File: src/rtl/regfile_scrubber_if.sv
// regfile_scrubber_if
//   Bundles the scrubber's control handshake and the three register-file
//   write paths between the CPU writeback mux and the register files.
//   Parameters: ADDR_W (register address width), DATA_W (register data width).
//   Signals:
//     start                       clear request from the CPU/controller
//     busy / stall / done         scrubber status (stall holds the PC)
//     cpu_wr_en/addr/data         CPU writeback into the scrubber
//     rf_wr_en/addr/data          integer register file write port
//     fp_wr_en/addr/data          FP register file write port
//                                 (only when CLEAR_FP_REGS_EN is defined)
//   Modports:
//     master - CPU / controller side
//     slave  - the scrubber itself
// Optional feature macro: CLEAR_FP_REGS_EN
interface regfile_scrubber_if #(
  parameter int ADDR_W = 5,
  parameter int DATA_W = 32
);
  logic              start;
  logic              busy;
  logic              stall;
  logic              done;
  logic              cpu_wr_en;
  logic [ADDR_W-1:0] cpu_wr_addr;
  logic [DATA_W-1:0] cpu_wr_data;
  logic              rf_wr_en;
  logic [ADDR_W-1:0] rf_wr_addr;
  logic [DATA_W-1:0] rf_wr_data;
`ifdef CLEAR_FP_REGS_EN
  logic              fp_wr_en;
  logic [ADDR_W-1:0] fp_wr_addr;
  logic [DATA_W-1:0] fp_wr_data;

  modport master (
    output start, cpu_wr_en, cpu_wr_addr, cpu_wr_data,
    input  busy, stall, done,
    input  rf_wr_en, rf_wr_addr, rf_wr_data,
    input  fp_wr_en, fp_wr_addr, fp_wr_data
  );

  modport slave (
    input  start, cpu_wr_en, cpu_wr_addr, cpu_wr_data,
    output busy, stall, done,
    output rf_wr_en, rf_wr_addr, rf_wr_data,
    output fp_wr_en, fp_wr_addr, fp_wr_data
  );
`else
  modport master (
    output start, cpu_wr_en, cpu_wr_addr, cpu_wr_data,
    input  busy, stall, done,
    input  rf_wr_en, rf_wr_addr, rf_wr_data
  );

  modport slave (
    input  start, cpu_wr_en, cpu_wr_addr, cpu_wr_data,
    output busy, stall, done,
    output rf_wr_en, rf_wr_addr, rf_wr_data
  );
`endif
endinterface

File: src/rtl/regfile_scrubber.sv
// regfile_scrubber
//   Clear sequencer sitting between the CPU writeback mux and the register
//   file write port(s). On start it walks integer registers FIRST_ADDR..
//   NUM_REGS-1 writing zero, one register per cycle, while stalling the CPU,
//   then pulses done for one cycle. When idle it passes CPU writeback straight
//   through (combinationally, same cycle).
//   With CLEAR_FP_REGS_EN defined the pass continues over FP registers
//   0..NUM_REGS-1 on the fp_wr_* port before done.
// Ports:
//   clk    rising-edge clock
//   reset  synchronous, active-high
//   bus    regfile_scrubber_if.slave (start/busy/stall/done, cpu_wr_*,
//          rf_wr_*, fp_wr_* when CLEAR_FP_REGS_EN)
// Parameters: NUM_REGS (=2**ADDR_W), ADDR_W, DATA_W, FIRST_ADDR
// Optional feature macro: CLEAR_FP_REGS_EN
module regfile_scrubber #(
  parameter int NUM_REGS   = 32,
  parameter int ADDR_W     = 5,
  parameter int DATA_W     = 32,
  parameter int FIRST_ADDR = 1
) (
  input logic               clk,
  input logic               reset,
  regfile_scrubber_if.slave bus
);

  typedef enum logic [1:0] {
    IDLE    = 2'd0,
    INT_CLR = 2'd1,
    FP_CLR  = 2'd2,
    DONE    = 2'd3
  } state_t;

  localparam logic [ADDR_W-1:0] LAST_ADDR  = ADDR_W'(NUM_REGS - 1);
  localparam logic [ADDR_W-1:0] START_ADDR = ADDR_W'(FIRST_ADDR);

  state_t            state_reg;
  logic [ADDR_W-1:0] cnt_reg;
  logic              busy_reg;
  logic              done_reg;

  // Sequencer. The terminal compare is taken before the increment so the
  // counter never wraps inside a pass. Status outputs are registered and
  // updated on the same edges as the state.
  always_ff @(posedge clk) begin
    if (reset) begin
      state_reg <= IDLE;
      cnt_reg   <= '0;
      busy_reg  <= 1'b0;
      done_reg  <= 1'b0;
    end else begin
      case (state_reg)
        IDLE: begin
          done_reg <= 1'b0;
          if (bus.start) begin
            state_reg <= INT_CLR;
            cnt_reg   <= START_ADDR;
            busy_reg  <= 1'b1;
          end
        end
        INT_CLR: begin
          if (cnt_reg == LAST_ADDR) begin
`ifdef CLEAR_FP_REGS_EN
            state_reg <= FP_CLR;
            cnt_reg   <= '0;
`else
            state_reg <= DONE;
            busy_reg  <= 1'b0;
            done_reg  <= 1'b1;
`endif
          end else begin
            cnt_reg <= cnt_reg + 1'b1;
          end
        end
`ifdef CLEAR_FP_REGS_EN
        FP_CLR: begin
          if (cnt_reg == LAST_ADDR) begin
            state_reg <= DONE;
            busy_reg  <= 1'b0;
            done_reg  <= 1'b1;
          end else begin
            cnt_reg <= cnt_reg + 1'b1;
          end
        end
`endif
        DONE: begin
          state_reg <= IDLE;
          cnt_reg   <= '0;
          done_reg  <= 1'b0;
        end
        default: begin
          state_reg <= IDLE;
          cnt_reg   <= '0;
          busy_reg  <= 1'b0;
          done_reg  <= 1'b0;
        end
      endcase
    end
  end

  assign bus.busy  = busy_reg;
  assign bus.stall = busy_reg;
  assign bus.done  = done_reg;

  // Write-port mux. Clear writes are gated by reset so that a reset arriving
  // mid-pass aborts without touching the register addressed in that cycle.
  // CPU writes arriving during a clear are dropped (the CPU is stalled).
  always_comb begin
    bus.rf_wr_en   = bus.cpu_wr_en;
    bus.rf_wr_addr = bus.cpu_wr_addr;
    bus.rf_wr_data = bus.cpu_wr_data;
`ifdef CLEAR_FP_REGS_EN
    bus.fp_wr_en   = 1'b0;
    bus.fp_wr_addr = '0;
    bus.fp_wr_data = '0;
`endif
    case (state_reg)
      INT_CLR: begin
        bus.rf_wr_en   = ~reset;
        bus.rf_wr_addr = cnt_reg;
        bus.rf_wr_data = '0;
      end
`ifdef CLEAR_FP_REGS_EN
      FP_CLR: begin
        bus.rf_wr_en   = 1'b0;
        bus.rf_wr_addr = '0;
        bus.rf_wr_data = '0;
        bus.fp_wr_en   = ~reset;
        bus.fp_wr_addr = cnt_reg;
      end
`endif
      DONE: begin
        bus.rf_wr_en = 1'b0;
      end
      default: begin
      end
    endcase
  end

endmodule

File: src/flat_wrapper.sv
// flat-port wrapper written by rule: the top's interface ports become plain ports
module regfile_scrubber_flat 
#(
  parameter int NUM_REGS   = 32,
  parameter int ADDR_W     = 5,
  parameter int DATA_W     = 32,
  parameter int FIRST_ADDR = 1
)
  (clk, reset, bus_start, bus_cpu_wr_en, bus_cpu_wr_addr, bus_cpu_wr_data, bus_busy, bus_stall, bus_done, bus_rf_wr_en, bus_rf_wr_addr, bus_rf_wr_data);
  regfile_scrubber_if #(.ADDR_W(ADDR_W), .DATA_W(DATA_W)) bus_i ();
  input logic clk;
  input logic reset;
  input wire logic [$bits(bus_i.start)-1:0] bus_start;
  input wire logic [$bits(bus_i.cpu_wr_en)-1:0] bus_cpu_wr_en;
  input wire logic [$bits(bus_i.cpu_wr_addr)-1:0] bus_cpu_wr_addr;
  input wire logic [$bits(bus_i.cpu_wr_data)-1:0] bus_cpu_wr_data;
  output wire logic [$bits(bus_i.busy)-1:0] bus_busy;
  output wire logic [$bits(bus_i.stall)-1:0] bus_stall;
  output wire logic [$bits(bus_i.done)-1:0] bus_done;
  output wire logic [$bits(bus_i.rf_wr_en)-1:0] bus_rf_wr_en;
  output wire logic [$bits(bus_i.rf_wr_addr)-1:0] bus_rf_wr_addr;
  output wire logic [$bits(bus_i.rf_wr_data)-1:0] bus_rf_wr_data;
  assign bus_i.start = bus_start;
  assign bus_i.cpu_wr_en = bus_cpu_wr_en;
  assign bus_i.cpu_wr_addr = bus_cpu_wr_addr;
  assign bus_i.cpu_wr_data = bus_cpu_wr_data;
  assign bus_busy = bus_i.busy;
  assign bus_stall = bus_i.stall;
  assign bus_done = bus_i.done;
  assign bus_rf_wr_en = bus_i.rf_wr_en;
  assign bus_rf_wr_addr = bus_i.rf_wr_addr;
  assign bus_rf_wr_data = bus_i.rf_wr_data;
  regfile_scrubber #(.NUM_REGS(NUM_REGS), .ADDR_W(ADDR_W), .DATA_W(DATA_W), .FIRST_ADDR(FIRST_ADDR)) u_core (.clk(clk), .reset(reset), .bus(bus_i));
endmodule
File: config.mk
export PLATFORM = sky130hd
export DESIGN_NAME = regfile_scrubber_flat
export DESIGN_NICKNAME = d
export VERILOG_FILES = /design/src/rtl/regfile_scrubber_if.sv /design/src/rtl/regfile_scrubber.sv /design/src/flat_wrapper.sv
export SDC_FILE = /design/constraint.sdc
export NUM_CORES = 1
export LEC_CHECK = 0
export ABC_AREA = 0
export CAP_MARGIN = 20
export CORE_MARGIN = 8
export CORE_UTILIZATION = 30
export CTS_CLUSTER_SIZE = 16
export DETAILED_ROUTE_END_ITERATION = 8
export PLACE_DENSITY_LB_ADDON = 0.1
export SYNTH_ARGS = -nofsm -noshare
export SYNTH_HDL_FRONTEND = slang
export SYNTH_SLANG_ARGS = --single-unit
export TNS_END_PERCENT = 5
File: constraint.sdc
create_clock -name clk -period 3.8 [get_ports clk]
set_input_delay 0.76 -clock clk [delete_from_list [all_inputs] [get_ports clk]]
set_output_delay 0.76 -clock clk [all_outputs]
set_load 0.03 [all_outputs]
# --- Word-level counts from Yosys, hierarchy flattened ---
# Index checks and enable logic that the tools add are counted.
word_totals:
  reg_bits: 9
  input_bits: 41
  out_inout_bits: 41
  elab_cells: 31
classes:
  n_addsub: 1
  n_eq_ne: 6
  n_mux: 12
  bitwise: 3
  n_reduce_logical: 5
ops:
  columns: ["op", "count"]
  rows:
  - ["two-way mux 32 bit", 1]
  - ["two-way mux 5 bit", 3]
  - ["one-hot mux 5 bit (2 select lines)", 1]
  - ["adder 5 x 1 -> 5 bit (second input constant)", 1]
  - ["equality test 5 bit (second input constant)", 1]
  - ["two-way mux 2 bit", 2]
  - ["inequality test 2 bit (second input constant)", 2]
  - ["one-hot mux 2 bit (2 select lines)", 1]
  - ["AND reduction 2 bit", 2]
  - ["inverter 1 bit", 3]
  - ["one-hot mux 1 bit (3 select lines)", 1]
  - ["AND reduction 3 bit", 1]
  - ["equality test 2 x 1 -> 1 bit (second input constant)", 1]
  - ["equality test 2 bit (second input constant)", 1]
  - ["zero test 2 bit", 1]
  - ["two-way mux 1 bit", 2]
  - ["inequality test 2 x 1 -> 1 bit (second input constant)", 1]
  - ["one-hot mux 1 bit (2 select lines)", 1]
  - ["OR reduction 2 bit", 1]

# --- Longest topological paths before layout ---
depth:
  ltp_word: 3
  mapped_depth: 6
  mapped_depth_nobuf: 6

# --- Least setup slack after synthesis ---
# No wires, ideal clock.
synth_path:
  kind: "input to output"
  from: "input port bus_cpu_wr_en"
  to: "output port bus_rf_wr_en"
  arrival_time_ns: 1.275
  required_time_ns: 3.040
  path_slack_ns: 1.765
  cell_stages: 2
  path_buffers: 0
  cell_sequence: "inv_1 > o22ai_1"
synth_between:
  elab_chain_cells: 1
synth_rtl:
  columns: ["element", "line", "text"]
  rows:
  - ["start: declaration", "flat_wrapper.sv:14", "input wire logic [$bits(bus_i.cpu_wr_en)-1:0] bus_cpu_wr_en;"]
  - ["one-hot mux 1 bit (2 select lines)", "regfile_scrubber.sv:117", "case (state_reg)"]
  - ["end: declaration", "flat_wrapper.sv:20", "output wire logic [$bits(bus_i.rf_wr_en)-1:0] bus_rf_wr_en;"]
# No other way between the ends.

# --- Worst setup path after layout ---
layout_path:
  from: "input port reset"
  to: "output port bus_rf_wr_en"
layout_between:
  elab_chain_cells: 2
layout_rtl:
  columns: ["element", "line", "text"]
  rows:
  - ["start: declaration", "flat_wrapper.sv:12", "input logic reset;"]
  - ["inverter 1 bit", "regfile_scrubber.sv:119", "bus.rf_wr_en = ~reset;"]
  - ["one-hot mux 1 bit (2 select lines)", "regfile_scrubber.sv:117", null]
# No other way between the ends.

==> results.md <==
- Final ANT Viol Nets: 0
- Mapped Cells: just under 90
- Worst-path clk slew: around 50 ps
- Worst Hold Launch: u_core.bus.done
- Worst r2r path cells: 6
- Buffers on Ports: slightly above 80
- Die Width: 66.7 µm
- Core area: about 2500 µm²
- H-tree Lvls: 1
- Gr usage total: 12.8%
- TritonCTS Buffers: 3
- Worst-margin pin slew: 466 ps
- Synth warnings: 0
- Crit Path Class: in2out
- Setup violators final: 0
- Vias/cell: around 4.6
- Largest net degree at the start of global routing: 40
- Placed insts: approximately 190
- Clk_lat worst skew: 260 ps
- CTS tree: done
- Max FO, Critical Path: 6
- Remaining DRCs: 0
- Outcome: finished clean
- WL/cell: between 15 and 20 µm
- Clk sinks: 9
- Final Hold Vio Count: 0
- Syn_nets: around 130
- RSZ-0062 raised after global routing: false
- Routability cong.: 0.806
- Post-CTS setup-driven buffer insertion count: 0
- Slowest cell on crit path: clkdlybuf4s50_1
- Initial Util: a little under a third
- Slew HR: between 60 and 70%
- Remaining Overflow, GRT: 0
- CP peak stage delay: 700 ps
- Detailed Place HPWL: 2480 µm
- Reg-to-Reg Start: u_core.cnt_reg[0]
- Pleak: 0.625 nW
- Clock Skew: 6.60 ps
- Fin nets: 212
- Critical Path Sink Type: output port
- Period Utilization, post-route: 75.4%
- Max cap viols: 0
- Hold Path Depth: 2
- Number of global-route vias before repair: 903
- Worst hold path class: reg2reg
- Routed WL: 2990 µm
- Crit-path cells: clkdlybuf4s50_1 > o22ai_1 > clkdlybuf4s50_1
- Area grow syn2layout: 107%
- Layout cell share with drive strength beyond 1: 8.93%
- Synth Cell Area: 772 µm²
- Reg2reg end: u_core.cnt_reg[2]
- Post-route insts no fill: 198
- Design area: 1600 µm²
- First-pass GRT wire length: 4510 µm
- Minimum period implied by the final worst setup slack: 2860 ps
- CP Launch Type: input port
- Arr. time, crit path: ~2100 ps
- Cell Rows: 18
- Distinct cells, synth: 31
- TNS Setup: 0 ps
- Largest register FFs: 5
- Seq/Total Area, Yosys: 23.3%
- Max Slew Vio Count: 0
- First-pass DRT Iterations: 4
- CTS Hold Buffers Added: 0
- Maximum root-to-sink buffer count: 2
- Cell mode on critical path: clkdlybuf4s50_1
- Placed Instance Area: 1570 µm²
- Max VDD drop: 0.000228 V
- Worst hold endpoint: u_core.bus.done
- Avg Cell Area, Syn: just under 9 µm²
- Die height: 66.7 µm
- Io pins: 82
- WP buf/inv: 2
- Via Count: 905
- ANT cells: 0
- Worst EP required: 3040 ps
- Initial antenna violation count: 0
- Power per Cell Area: 243 nW/µm²
- Clock root buffer: clkbuf_4
- Crit path max-delay family: buffers and inverters
- Post-CTS Resized: 0
- FF-to-FF setup slack: about 2100 ps
- Final Power: 387 µW
- F_max: 0.349 GHz
- Iter 0 DRT Violations: 14
- Filler instances: approximately 210
- #FFs+latches synth: 9
- Die footprint: 4450 µm²
## worst max path at each step
stage                              from                end  slack (ps)  cells after the start
floorplan                 bus_cpu_wr_en       bus_rf_wr_en        1760                      2
global placement                  reset       bus_rf_wr_en         940                      3
detailed placement                reset       bus_rf_wr_en         950                      3
CTS                 u_core.state_reg[0]  bus_rf_wr_addr[3]         920                      3
global route        u_core.state_reg[0]  bus_rf_wr_addr[0]         820                      3
finish                            reset       bus_rf_wr_en         940                      3
## layout by cell type (no fill, tap or decap), drive strengths merged, types with 3 or more instances in the layout
| cell | synthesis | layout |
|---|---|---|
| clkbuf | 1 | 4 |
| nand2 | 3 | 3 |
| and2 | 32 | 32 |
| dfxtp | 9 | 9 |
| nand3 | 3 | 3 |
| a21oi | 4 | 4 |
| clkdlybuf4s50 | 0 | 81 |
| mux2 | 5 | 5 |
| nand3b | 3 | 3 |
## power breakdown
| part | internal, mW | switching (mW) |
|---|---|---|
| sequential | 0.0977 | 0.00555 |
| clock | 0.0405 | 0.0334 |
| combinational | 0.109 | 0.101 |
| total | 0.247 | 0.140 |
## worst register-to-register path, delay by kind of cell, from the launching register on
| kind | cells | cell delay, ps |
|---|---|---|
| and+or+nand+nor | 2 | 440 |
| DFF | 1 | 370 |
| AOI/OAI and AO/OA | 1 | 180 |
| muxes | 1 | 190 |
| adders and majority gates | 2 | 490 |
## synth_stat cells
master     n  share of area, %
and2_1    32                26
dfxtp_1    9                23
mux2_4     5               9.7
a21oi_1    3               1.9
buf_6      3               4.4
nand3_1    3               1.9
nand3b_1   3               2.9
and3_1     2               1.6
ha_1       2               3.2
mux2i_1    2               2.6
nand2_1    2              0.97
nand4_1    2               1.6
nor2_1     2              0.97
nor3_1     2               1.3
a21boi_2   1               1.5
a21oi_2    1               1.1
buf_2      1              0.65
buf_4      1              0.97
clkbuf_2   1              0.65
inv_1      1              0.49
inv_4      1              0.81
nand2_4    1               1.5
nand2b_2   1               1.1
nand2b_4   1               1.8
nor2b_1    1              0.81
nor3b_2    1               1.6
o21a_1     1              0.97
o21ai_0    1              0.65
o22ai_1    1              0.81
o31ai_1    1              0.97
xor2_1     1               1.1
## metal layers
layer  vias up  GRT usage [%]  wire (µm)
li1        455              -          -
met1       388           14.2       1240
met2        59           21.5       1300
met3         3           6.54        432
met4         0           2.40         17
met5         -              0          0
## cells by family (layout without fill, tap and decap cells)
family                     count (synthesis)  after routing  share of synthesized area, %
buffers and inverters                      8             87                          7.94
DFF                                        9              9                          23.3
AOI/OAI and AO/OA                          9              9                          7.94
muxes                                      7              7                          12.3
and+or+nand+nor                           53             53                          44.1
adders and majority gates                  2              2                          3.24
xor gates and xnor gates                   1              1                          1.13
## final cells by class
class                      count  area [µm²]  area share, %
sequential                     9         180           11.3
multi-input combinational     72         531           33.3
clock buffer                   4        26.3           1.65
tap                           30        37.5           2.35
inverter                       2        10.0          0.627
timing repair buffer          81         811           50.8
## metrics by stage
stage                     hold WS [ps]  worst slack, ps  util, %
after detailed placement           491              950     63.9
after global routing               542              820     65.0
after CTS                          498              918     65.0
final                              491              936     65.0
after floorplan                    462             1760        -
after global placement             481              943     63.9
(Power assumes the default switching activity.)
